## src/rtl/his_peak_scheduler.sv

```systemverilog
// rtl/his_peak_scheduler.sv - histogram SRAM scan sequencer reporting per-pixel peak bin/count
// Optional CLEAR_ON_READ_EN: zero each bin through port a one cycle after it is read.
module his_peak_scheduler #(
    parameter int BIN_NUM   = 16,
    parameter int PIXEL_NUM = 4,
    parameter int CNT_W     = 8,
    parameter int NB_W      = 4,
    parameter int PIX_W     = 2,
    parameter int ADDR_W    = 6
) (
    input  logic              clk,
    input  logic              res,
    input  logic              start,
    input  logic [CNT_W-1:0]  counts,
    output logic [ADDR_W-1:0] raddr,
    output logic              rEnable,
    output logic              readFlag,
    output logic [ADDR_W-1:0] waddr,
    output logic              wEnable,
    output logic              writeFlag,
    output logic [CNT_W-1:0]  newCounts,
    output logic              bld_hold,
    output logic              peak_valid,
    output logic [PIX_W-1:0]  peak_pixel,
    output logic [NB_W-1:0]   peak_bin,
    output logic [CNT_W-1:0]  peak_count,
    output logic              scan_done
);

    localparam logic [1:0] IDLE  = 2'd0;
    localparam logic [1:0] READ  = 2'd1;
    localparam logic [1:0] DRAIN = 2'd2;
    localparam logic [1:0] DONE  = 2'd3;

    localparam logic [NB_W-1:0]   LAST_BIN = NB_W'(BIN_NUM - 1);
    localparam logic [PIX_W-1:0]  LAST_PIX = PIX_W'(PIXEL_NUM - 1);
    localparam logic [ADDR_W-1:0] BIN_STEP = ADDR_W'(BIN_NUM);

    logic [1:0]        state;
    logic [NB_W-1:0]   binCnt;
    logic [PIX_W-1:0]  pixCnt;
    logic [ADDR_W-1:0] pixBase;

    // Read-side tags delayed one cycle so they line up with counts.
    logic              rdValid;
    logic [NB_W-1:0]   binD;
    logic [PIX_W-1:0]  pixD;

    logic [CNT_W-1:0]  maxCnt;
    logic [NB_W-1:0]   maxBin;
    logic              takeNew;

    // Bin 0 always reloads the running max; strict compare keeps the lowest bin on ties.
    always_comb begin
        takeNew = (binD == '0) || (counts > maxCnt);
    end

    assign raddr     = pixBase + ADDR_W'(binCnt);
    assign rEnable   = (state == READ);
    assign readFlag  = (state == READ);
    assign bld_hold  = (state != IDLE);
    assign scan_done = (state == DONE);
    assign newCounts = '0;

    always_ff @(posedge clk) begin
        if (res) begin
            state      <= IDLE;
            binCnt     <= '0;
            pixCnt     <= '0;
            pixBase    <= '0;
            rdValid    <= 1'b0;
            binD       <= '0;
            pixD       <= '0;
            maxCnt     <= '0;
            maxBin     <= '0;
            peak_valid <= 1'b0;
            peak_pixel <= '0;
            peak_bin   <= '0;
            peak_count <= '0;
        end else begin
            rdValid    <= (state == READ);
            binD       <= binCnt;
            pixD       <= pixCnt;
            peak_valid <= 1'b0;

            case (state)
                IDLE: begin
                    if (start) begin
                        state   <= READ;
                        binCnt  <= '0;
                        pixCnt  <= '0;
                        pixBase <= '0;
                    end
                end
                READ: begin
                    if (binCnt == LAST_BIN) begin
                        binCnt <= '0;
                        if (pixCnt == LAST_PIX) begin
                            pixCnt  <= '0;
                            pixBase <= '0;
                            state   <= DRAIN;
                        end else begin
                            pixCnt  <= pixCnt + 1'b1;
                            pixBase <= pixBase + BIN_STEP;
                        end
                    end else begin
                        binCnt <= binCnt + 1'b1;
                    end
                end
                DRAIN:   state <= DONE;
                DONE:    state <= IDLE;
                default: state <= IDLE;
            endcase

            if (rdValid) begin
                if (takeNew) begin
                    maxCnt <= counts;
                    maxBin <= binD;
                end
                if (binD == LAST_BIN) begin
                    peak_valid <= 1'b1;
                    peak_pixel <= pixD;
                    peak_bin   <= takeNew ? binD : maxBin;
                    peak_count <= takeNew ? counts : maxCnt;
                end
            end
        end
    end

`ifdef CLEAR_ON_READ_EN
    logic [ADDR_W-1:0] clrAddr;

    always_ff @(posedge clk) begin
        if (res) begin
            clrAddr <= '0;
        end else begin
            clrAddr <= raddr;
        end
    end

    assign waddr     = clrAddr;
    assign wEnable   = rdValid;
    assign writeFlag = rdValid;
`else
    assign waddr     = '0;
    assign wEnable   = 1'b0;
    assign writeFlag = 1'b0;
`endif

endmodule

```

## config.mk

```make
export PLATFORM = sky130hd
export DESIGN_NAME = his_peak_scheduler
export DESIGN_NICKNAME = d
export VERILOG_FILES = /design/src/rtl/his_peak_scheduler.sv
export SDC_FILE = /design/constraint.sdc
export NUM_CORES = 1
export LEC_CHECK = 0
export CORE_MARGIN = 2
export CORE_UTILIZATION = 45
export CTS_CLUSTER_DIAMETER = 80
export CTS_CLUSTER_SIZE = 40
export DETAILED_ROUTE_END_ITERATION = 6
export GPL_TIMING_DRIVEN = 0
export PLACE_DENSITY = 0.85
export SLEW_MARGIN = 10
export SYNTH_ARGS = -nofsm -noshare
export SYNTH_HDL_FRONTEND = slang
export SYNTH_SLANG_ARGS = --single-unit
```

## constraint.sdc

```tcl
create_clock -name clk -period 3.15 [get_ports clk]
set_input_delay 0.945 -clock clk [delete_from_list [all_inputs] [get_ports clk]]
set_output_delay 0.945 -clock clk [all_outputs]
set_load 0.1 [all_outputs]
```

==> results of run 1 <==
## per-layer routing
metal  vias up  share of wire [%]  GRT usage (%)
met2        69                 48           29.7
met1       892                 44           23.1
met5         -                  0              0
met4         0                1.4           7.74
met3         5                6.5           4.82
li1        978                  -              -
## power breakdown
group | internal [uW] | switching (uW) | total [uW]
Clock | 178 | 200 | 377
Sequential | 608 | 50.7 | 659
Combinational | 237 | 608 | 846
## worst max-delay path: stages (launching register included)
cell	delay, ps
dfxtp_1	450
xor2_1	180
clkdlybuf4s50_1	1150
## placed cells by master (no fill, tap or decap), types with 6 or more instances in the layout
| master | n |
|---|---|
| dfxtp_1 | 44 |
| clkdlybuf4s50_1 | 32 |
| nor2_1 | 25 |
| nand2b_1 | 23 |
| buf_4 | 18 |
| conb_1 | 17 |
| o21ai_0 | 15 |
| ha_1 | 15 |
| inv_1 | 13 |
| clkbuf_1 | 11 |
| nand3_1 | 11 |
| mux2i_1 | 11 |
| a21oi_1 | 10 |
| nor2b_1 | 9 |
| nand2_1 | 8 |
| a311oi_1 | 8 |
| clkbuf_8 | 6 |
## final cells by class
class,instances,share of cell area [%]
buffer,31,6.76
clock buffer,6,2.90
clock inverter,2,0.527
inverter,13,1.71
multi-input combinational,188,41.8
sequential,44,30.9
tap,67,2.94
timing repair buffer,35,12.4
## sequential cells by signal, summed over array words and instances (netlist names)
register / flops
maxBin: 4
peak_valid: 1
pixD: 2
rdValid: 1
binCnt: 4
peak_bin: 4
maxCnt: 8
pixBase: 2
state: 2
peak_count: 8
binD: 4
pixCnt: 2
peak_pixel: 2
## metrics by stage
step	power, uW	std cells
6_report	1880	386
5_1_grt	1980	386
4_1_cts	1890	386
3_5_place_dp	1520	378
3_3_place_gp	1500	378
2_1_floorplan	1360	276
## final timing paths
path	end	cells past startpoint
min	peak_pixel[0]	2
max reg2reg	peak_count[6]	8
min reg2reg	peak_pixel[0]	2
max	raddr[2]	2
## kinds of logic after synthesis
group | count (synthesis) | share of synthesized area [%]
AND/OR/NAND/NOR | 95 | 22.0
buffers and inverters | 44 | 10.7
XOR/XNOR | 2 | 0.777
adder cells (fa/ha/maj) | 15 | 8.33
other | 1 | 0.166
flip-flops | 44 | 39.1
AO/OA/AOI/OAI | 48 | 14.0
multiplexers | 11 | 4.89
==> impl_table.tex, run 1 <==
\begin{tabular}{lr}
\hline
Metric & Value \\
\hline
\multicolumn{2}{l}{\textbf{Synthesis}} \\
\quad Top FF cell, synth & dfxtp\_1 \\
\quad Seq/Total Area, Yosys & 39.1\% \\
\quad Area share of the largest cell type after synthesis & 39.1\% \\
\quad Post-synthesis sequential element count & 44 \\
\quad Area of the mapped netlist & 2250 sq um \\
\quad Cell with the most instances after synthesis & dfxtp\_1 \\
\quad Post-synth ARST share & 0\% \\
\quad Leading cell types by count after synthesis & dfxtp\_1, nor2\_1, nand2b\_1 \\
\quad Library cell occupying the most area in the post-synthesis netlist & dfxtp\_1 \\
\quad Post-synth EDFFs & 0 \\
\quad Leading post-synthesis cells by cell area & dfxtp\_1, ha\_1, nand2b\_1 \\
\quad Number of distinct standard cells referenced by the synthesized netlist & 35 \\
\quad Mean post-synth cell area & 8.67 sq um \\
\quad Count of mapped cells out of synthesis & 260 \\
\quad Synth warn & 0 \\
\multicolumn{2}{l}{\textbf{Layout}} \\
\quad Net count of the finished layout & 344 \\
\quad Area of combinational cells with multiple inputs & 1190 sq um \\
\quad Final antenna diode count & 0 \\
\quad Filler cell count & 433 \\
\quad Layout cells sized above 1 & 9.09\% \\
\quad Relative area change from synthesis to final layout & 26.4\% \\
\quad Utilization after layout & 59.5\% \\
\quad Post-route cell area & 2850 sq um \\
\quad Sequential standard cell area & 881 sq um \\
\multicolumn{2}{l}{\textbf{Clocking}} \\
\quad Skew-Pair Late Insertion Delay & 300 ps \\
\quad Number of buffers between clock root and the deepest sink & 2 \\
\quad Number of hold-repair buffers added at the cts stage & 0 \\
\quad Worst-path clk slew & 80 ps \\
\quad Number of buffers added by the clock tree synthesis step & 5 \\
\quad CTS tree & done \\
\quad Number of instances resized during post-cts repair & 1 \\
\quad Number of post-CTS setup repair buffers & 0 \\
\quad Sink Count & 44 \\
\quad Total number of H-tree levels & 2 \\
\quad Clock Root Buffer & clkbuf\_8 \\
\multicolumn{2}{l}{\textbf{Drt}} \\
\quad Drt first-iter violations & 133 \\
\quad Routed wirelength normalized by instance count & 12.3 um \\
\quad Detailed-route DRC error count & 0 \\
\quad Via-to-Cell Ratio & 5.04 \\
\quad Number of iterations in the first detailed-routing pass & 4 \\
\quad Final Routed Wirelength & 4740 um \\
\quad Post-route antenna net violation count & 0 \\
\quad Routed via count & 1944 \\
\multicolumn{2}{l}{\textbf{STA}} \\
\quad Worst clock skew on the final layout & 5.37 ps \\
\quad Number of failing hold endpoints at the final stage & 0 \\
\quad TNS Setup & 0 ps \\
\quad Worst slew margin relative to its limit & 33.7\% \\
\quad WHS & 444 ps \\
\quad Max-slew violation count & 0 \\
\quad Unrepaired setup endpoints after global routing & false \\
\quad Post-route setup slack & 126 ps \\
\quad Total setup violations reported at the end of the flow & 0 \\
\quad Portion of the clock cycle consumed by the worst path in the final layout & 96.0\% \\
\quad Actual transition at the worst max-transition pin & 991 ps \\
\quad Minimum clock period after layout & 3020 ps \\
\quad Max Clock Freq & 331 MHz \\
\multicolumn{2}{l}{\textbf{GRT}} \\
\quad GRT Total Usage & 18.3\% \\
\quad Global-route wire length before repair & 7820 um \\
\quad Final global-route overflow total & 0 \\
\quad Antenna violations before repair & 0 \\
\quad Via count of the first global-routing pass & 1734 \\
\quad Maximum number of pins on one net before global-route repair & 15 \\
\multicolumn{2}{l}{\textbf{Setup path}} \\
\quad Path type of the worst setup path & reg -> out \\
\quad Startpoint of the most critical register-to-register path & maxCnt[6] \\
\quad Capturing element type of the critical path & primary output \\
\quad Arrival @ worst endpoint & 2080 ps \\
\quad Startpoint class of the critical path & flop \\
\quad Crit Path Max Fanout & 7 \\
\quad Start point of the critical path & binCnt[2] \\
\quad Setup slack of the most critical reg-to-reg path & 1030 ps \\
\quad Worst endpoint required time & 2200 ps \\
\multicolumn{2}{l}{\textbf{Hold path}} \\
\quad HP Start & pixD[0] \\
\quad Hold/Removal Path Class & reg -> reg \\
\multicolumn{2}{l}{\textbf{Power and ir drop}} \\
\quad Total power per unit cell area & 661 nW/um\^{}2 \\
\quad Peak VDD IR & 0.580 mV \\
\quad Leak Pwr & 0.00112 uW \\
\multicolumn{2}{l}{\textbf{Floorplan}} \\
\quad Effective utilization at floorplan & 47.1\% \\
\quad Vertical extent of the die & 74.8 um \\
\quad Overall die area & 5590 sq um \\
\quad Core Area & 4790 sq um \\
\quad Chip width & 74.8 um \\
\quad Row cnt & 25 \\
\quad Number of I/O pins & 52 \\
\multicolumn{2}{l}{\textbf{Placement}} \\
\quad Area after DPL & 2750 sq um \\
\quad I/O Buffers & 35 \\
\quad Worst Setup Slack post-DPL & 25.3 ps \\
\quad DPL Wire Length & 3370 um \\
\quad Final RePlAce weighted congestion & 0.822 \\
\multicolumn{2}{l}{\textbf{Flow run}} \\
\quad MaxCap Viol Count & 0 \\
\multicolumn{2}{l}{\textbf{Outcome}} \\
\quad Status & finished clean \\
\hline
\end{tabular}
Note: power is estimated with default switching activity, not from simulation.
==> inputs of run 2 (changes only) <==
Settings changed: SETUP_SLACK_MARGIN set to 0.05, SLEW_MARGIN 10 to 20.
==> run 2 against run 1 <==
Effect of this change: sequential power about the same; final cell count did not move; clock power hardly changed; worst setup slack gained 3.7 ps; wire length fell by 0.76%; largest cell class unchanged; largest power group unchanged.
==> impl_table.tex, run 2 (synthesized netlist as in run 1, its figures left out) <==
\begin{tabular}{lr}
\hline
Metric & Value \\
\hline
\multicolumn{2}{l}{\textbf{Outcome}} \\
\quad Status & finished clean \\
\multicolumn{2}{l}{\textbf{Drt}} \\
\quad Drt first-iter violations & 121 \\
\quad Met1 Wirelength & 2100 um \\
\quad Via-to-Cell Ratio & 5.00 \\
\quad Detailed-route DRC error count & 0 \\
\quad Routed length on met3 & 251 um \\
\quad Final Routed Wirelength & 4700 um \\
\quad Uppermost layer routed & met4 \\
\quad Routed wirelength normalized by instance count & 12.2 um \\
\quad Post-route antenna net violation count & 0 \\
\quad Routed via count & 1931 \\
\quad Number of iterations in the first detailed-routing pass & 4 \\
\quad DR WL met2 & 2280 um \\
\multicolumn{2}{l}{\textbf{Clocking}} \\
\quad Number of buffers between clock root and the deepest sink & 2 \\
\quad Number of post-CTS setup repair buffers & 0 \\
\quad Number of instances resized during post-cts repair & 2 \\
\quad Sink Count & 44 \\
\quad Skew-Pair Late Insertion Delay & 310 ps \\
\quad Worst-path clk slew & 90 ps \\
\quad Number of buffers added by the clock tree synthesis step & 5 \\
\quad CTS tree & done \\
\quad Total number of H-tree levels & 2 \\
\quad Number of hold-repair buffers added at the cts stage & 0 \\
\quad Clock Root Buffer & clkbuf\_8 \\
\multicolumn{2}{l}{\textbf{GRT}} \\
\quad Final global-route overflow total & 0 \\
\quad Maximum number of pins on one net before global-route repair & 15 \\
\quad Antenna violations before repair & 0 \\
\quad GRT Total Usage & 18.3\% \\
\quad Via count of the first global-routing pass & 1734 \\
\quad Global-route wire length before repair & 7820 um \\
\multicolumn{2}{l}{\textbf{Placement}} \\
\quad Area after DPL & 2750 sq um \\
\quad I/O Buffers & 35 \\
\quad Final RePlAce weighted congestion & 0.822 \\
\quad DPL Wire Length & 3370 um \\
\quad Worst Setup Slack post-DPL & 25.3 ps \\
\multicolumn{2}{l}{\textbf{Floorplan}} \\
\quad Number of I/O pins & 52 \\
\quad Chip width & 74.8 um \\
\quad Effective utilization at floorplan & 47.1\% \\
\quad Row cnt & 25 \\
\quad Overall die area & 5590 sq um \\
\quad Core Area & 4790 sq um \\
\quad Vertical extent of the die & 74.8 um \\
\multicolumn{2}{l}{\textbf{STA}} \\
\quad Actual transition at the worst max-transition pin & 991 ps \\
\quad Total setup violations reported at the end of the flow & 0 \\
\quad Unrepaired setup endpoints after global routing & false \\
\quad Worst clock skew on the final layout & 6.69 ps \\
\quad Max Clock Freq & 331 MHz \\
\quad Max-slew violation count & 0 \\
\quad Minimum clock period after layout & 3020 ps \\
\quad WHS & 444 ps \\
\quad TNS Setup & 0 ps \\
\quad Portion of the clock cycle consumed by the worst path in the final layout & 95.9\% \\
\quad Post-route setup slack & 130 ps \\
\quad Worst slew margin relative to its limit & 33.7\% \\
\quad Number of failing hold endpoints at the final stage & 0 \\
\multicolumn{2}{l}{\textbf{Layout}} \\
\quad Registers with the highest flip-flop counts & maxCnt x8, peak\_count x8 \\
\quad Sequential standard cell area & 881 sq um \\
\quad Net count of the finished layout & 344 \\
\quad Commonest non-fill, non-tap cell in the layout & dfxtp\_1 \\
\quad Filler cell count & 434 \\
\quad Area of combinational cells with multiple inputs & 1190 sq um \\
\quad Post-route cell area & 2850 sq um \\
\quad Final antenna diode count & 0 \\
\quad Relative area change from synthesis to final layout & 26.3\% \\
\quad Commonest non-fill, non-tap cells in the layout & dfxtp\_1, clkdlybuf4s50\_1, nor2\_1 \\
\quad Layout cells sized above 1 & 9.09\% \\
\multicolumn{2}{l}{\textbf{Hold path}} \\
\quad Hold/Removal Path Class & reg -> reg \\
\multicolumn{2}{l}{\textbf{Setup path}} \\
\quad Path type of the worst setup path & reg -> out \\
\quad Worst endpoint required time & 2200 ps \\
\quad Startpoint class of the critical path & flop \\
\quad Crit Path Max Fanout & 7 \\
\quad Arrival @ worst endpoint & 2070 ps \\
\quad Setup slack of the most critical reg-to-reg path & 1040 ps \\
\quad Capturing element type of the critical path & primary output \\
\multicolumn{2}{l}{\textbf{Power and ir drop}} \\
\quad Peak VDD IR & 0.556 mV \\
\quad Total power per unit cell area & 660 nW/um\^{}2 \\
\quad Leak Pwr & 0.00111 uW \\
\quad Design Power & 1880 uW \\
\multicolumn{2}{l}{\textbf{Flow run}} \\
\quad MaxCap Viol Count & 0 \\
\hline
\end{tabular}
==> run 2: cell types whose count changed in the layout (fill, tap and decap cells not counted), sizes merged <==
cell,before,now
dlygate4sd2,1,2
dlymetal6s2s,2,1
==> run 2: power by group <==
group	leakage [uW]	switching [uW]	total (uW)	internal [uW]
clock	0.0000434	200	378	178
combinational	0.000708	608	841	233
sequential	0.000356	50.6	659	608
total	0.00111	859	1880	1020
==> run 2: layout make-up <==
cell class	count	area share [%]
buffer	31	6.77
clock inverter	2	0.528
clock buffer	6	2.90
multi-input combinational	188	41.9
tap	67	2.95
sequential	44	31.0
timing repair buffer	35	12.3
inverter	13	1.72
==> run 2: worst paths after layout <==
path | from | to | depth (start not counted)
worst max-delay path | binCnt[2] | raddr[2] | 2
worst min-delay path | pixD[0] | peak_pixel[0] | 2
worst max register to register | maxCnt[6] | peak_count[6] | 8
worst min register to register | pixD[0] | peak_pixel[0] | 2
==> run 2: per-layer routing <==
layer | vias up | GRT usage (%)
met5 | - | 0
met4 | 0 | 7.74
met3 | 5 | 4.82
met2 | 55 | 29.7
met1 | 892 | 23.1
li1 | 979 | -
==> run 2: critical path: stages, from the launching register on <==
cell and delay [ps]:
dfxtp_1 440, xor2_1 180, clkdlybuf4s50_1 1150
==> run 2: metrics by stage <==
stage,utilization [%],cells
2_1_floorplan,-,276
3_5_place_dp,57.4,378
5_1_grt,59.5,386
4_1_cts,59.4,386
3_3_place_gp,57.4,378
6_report,59.5,386
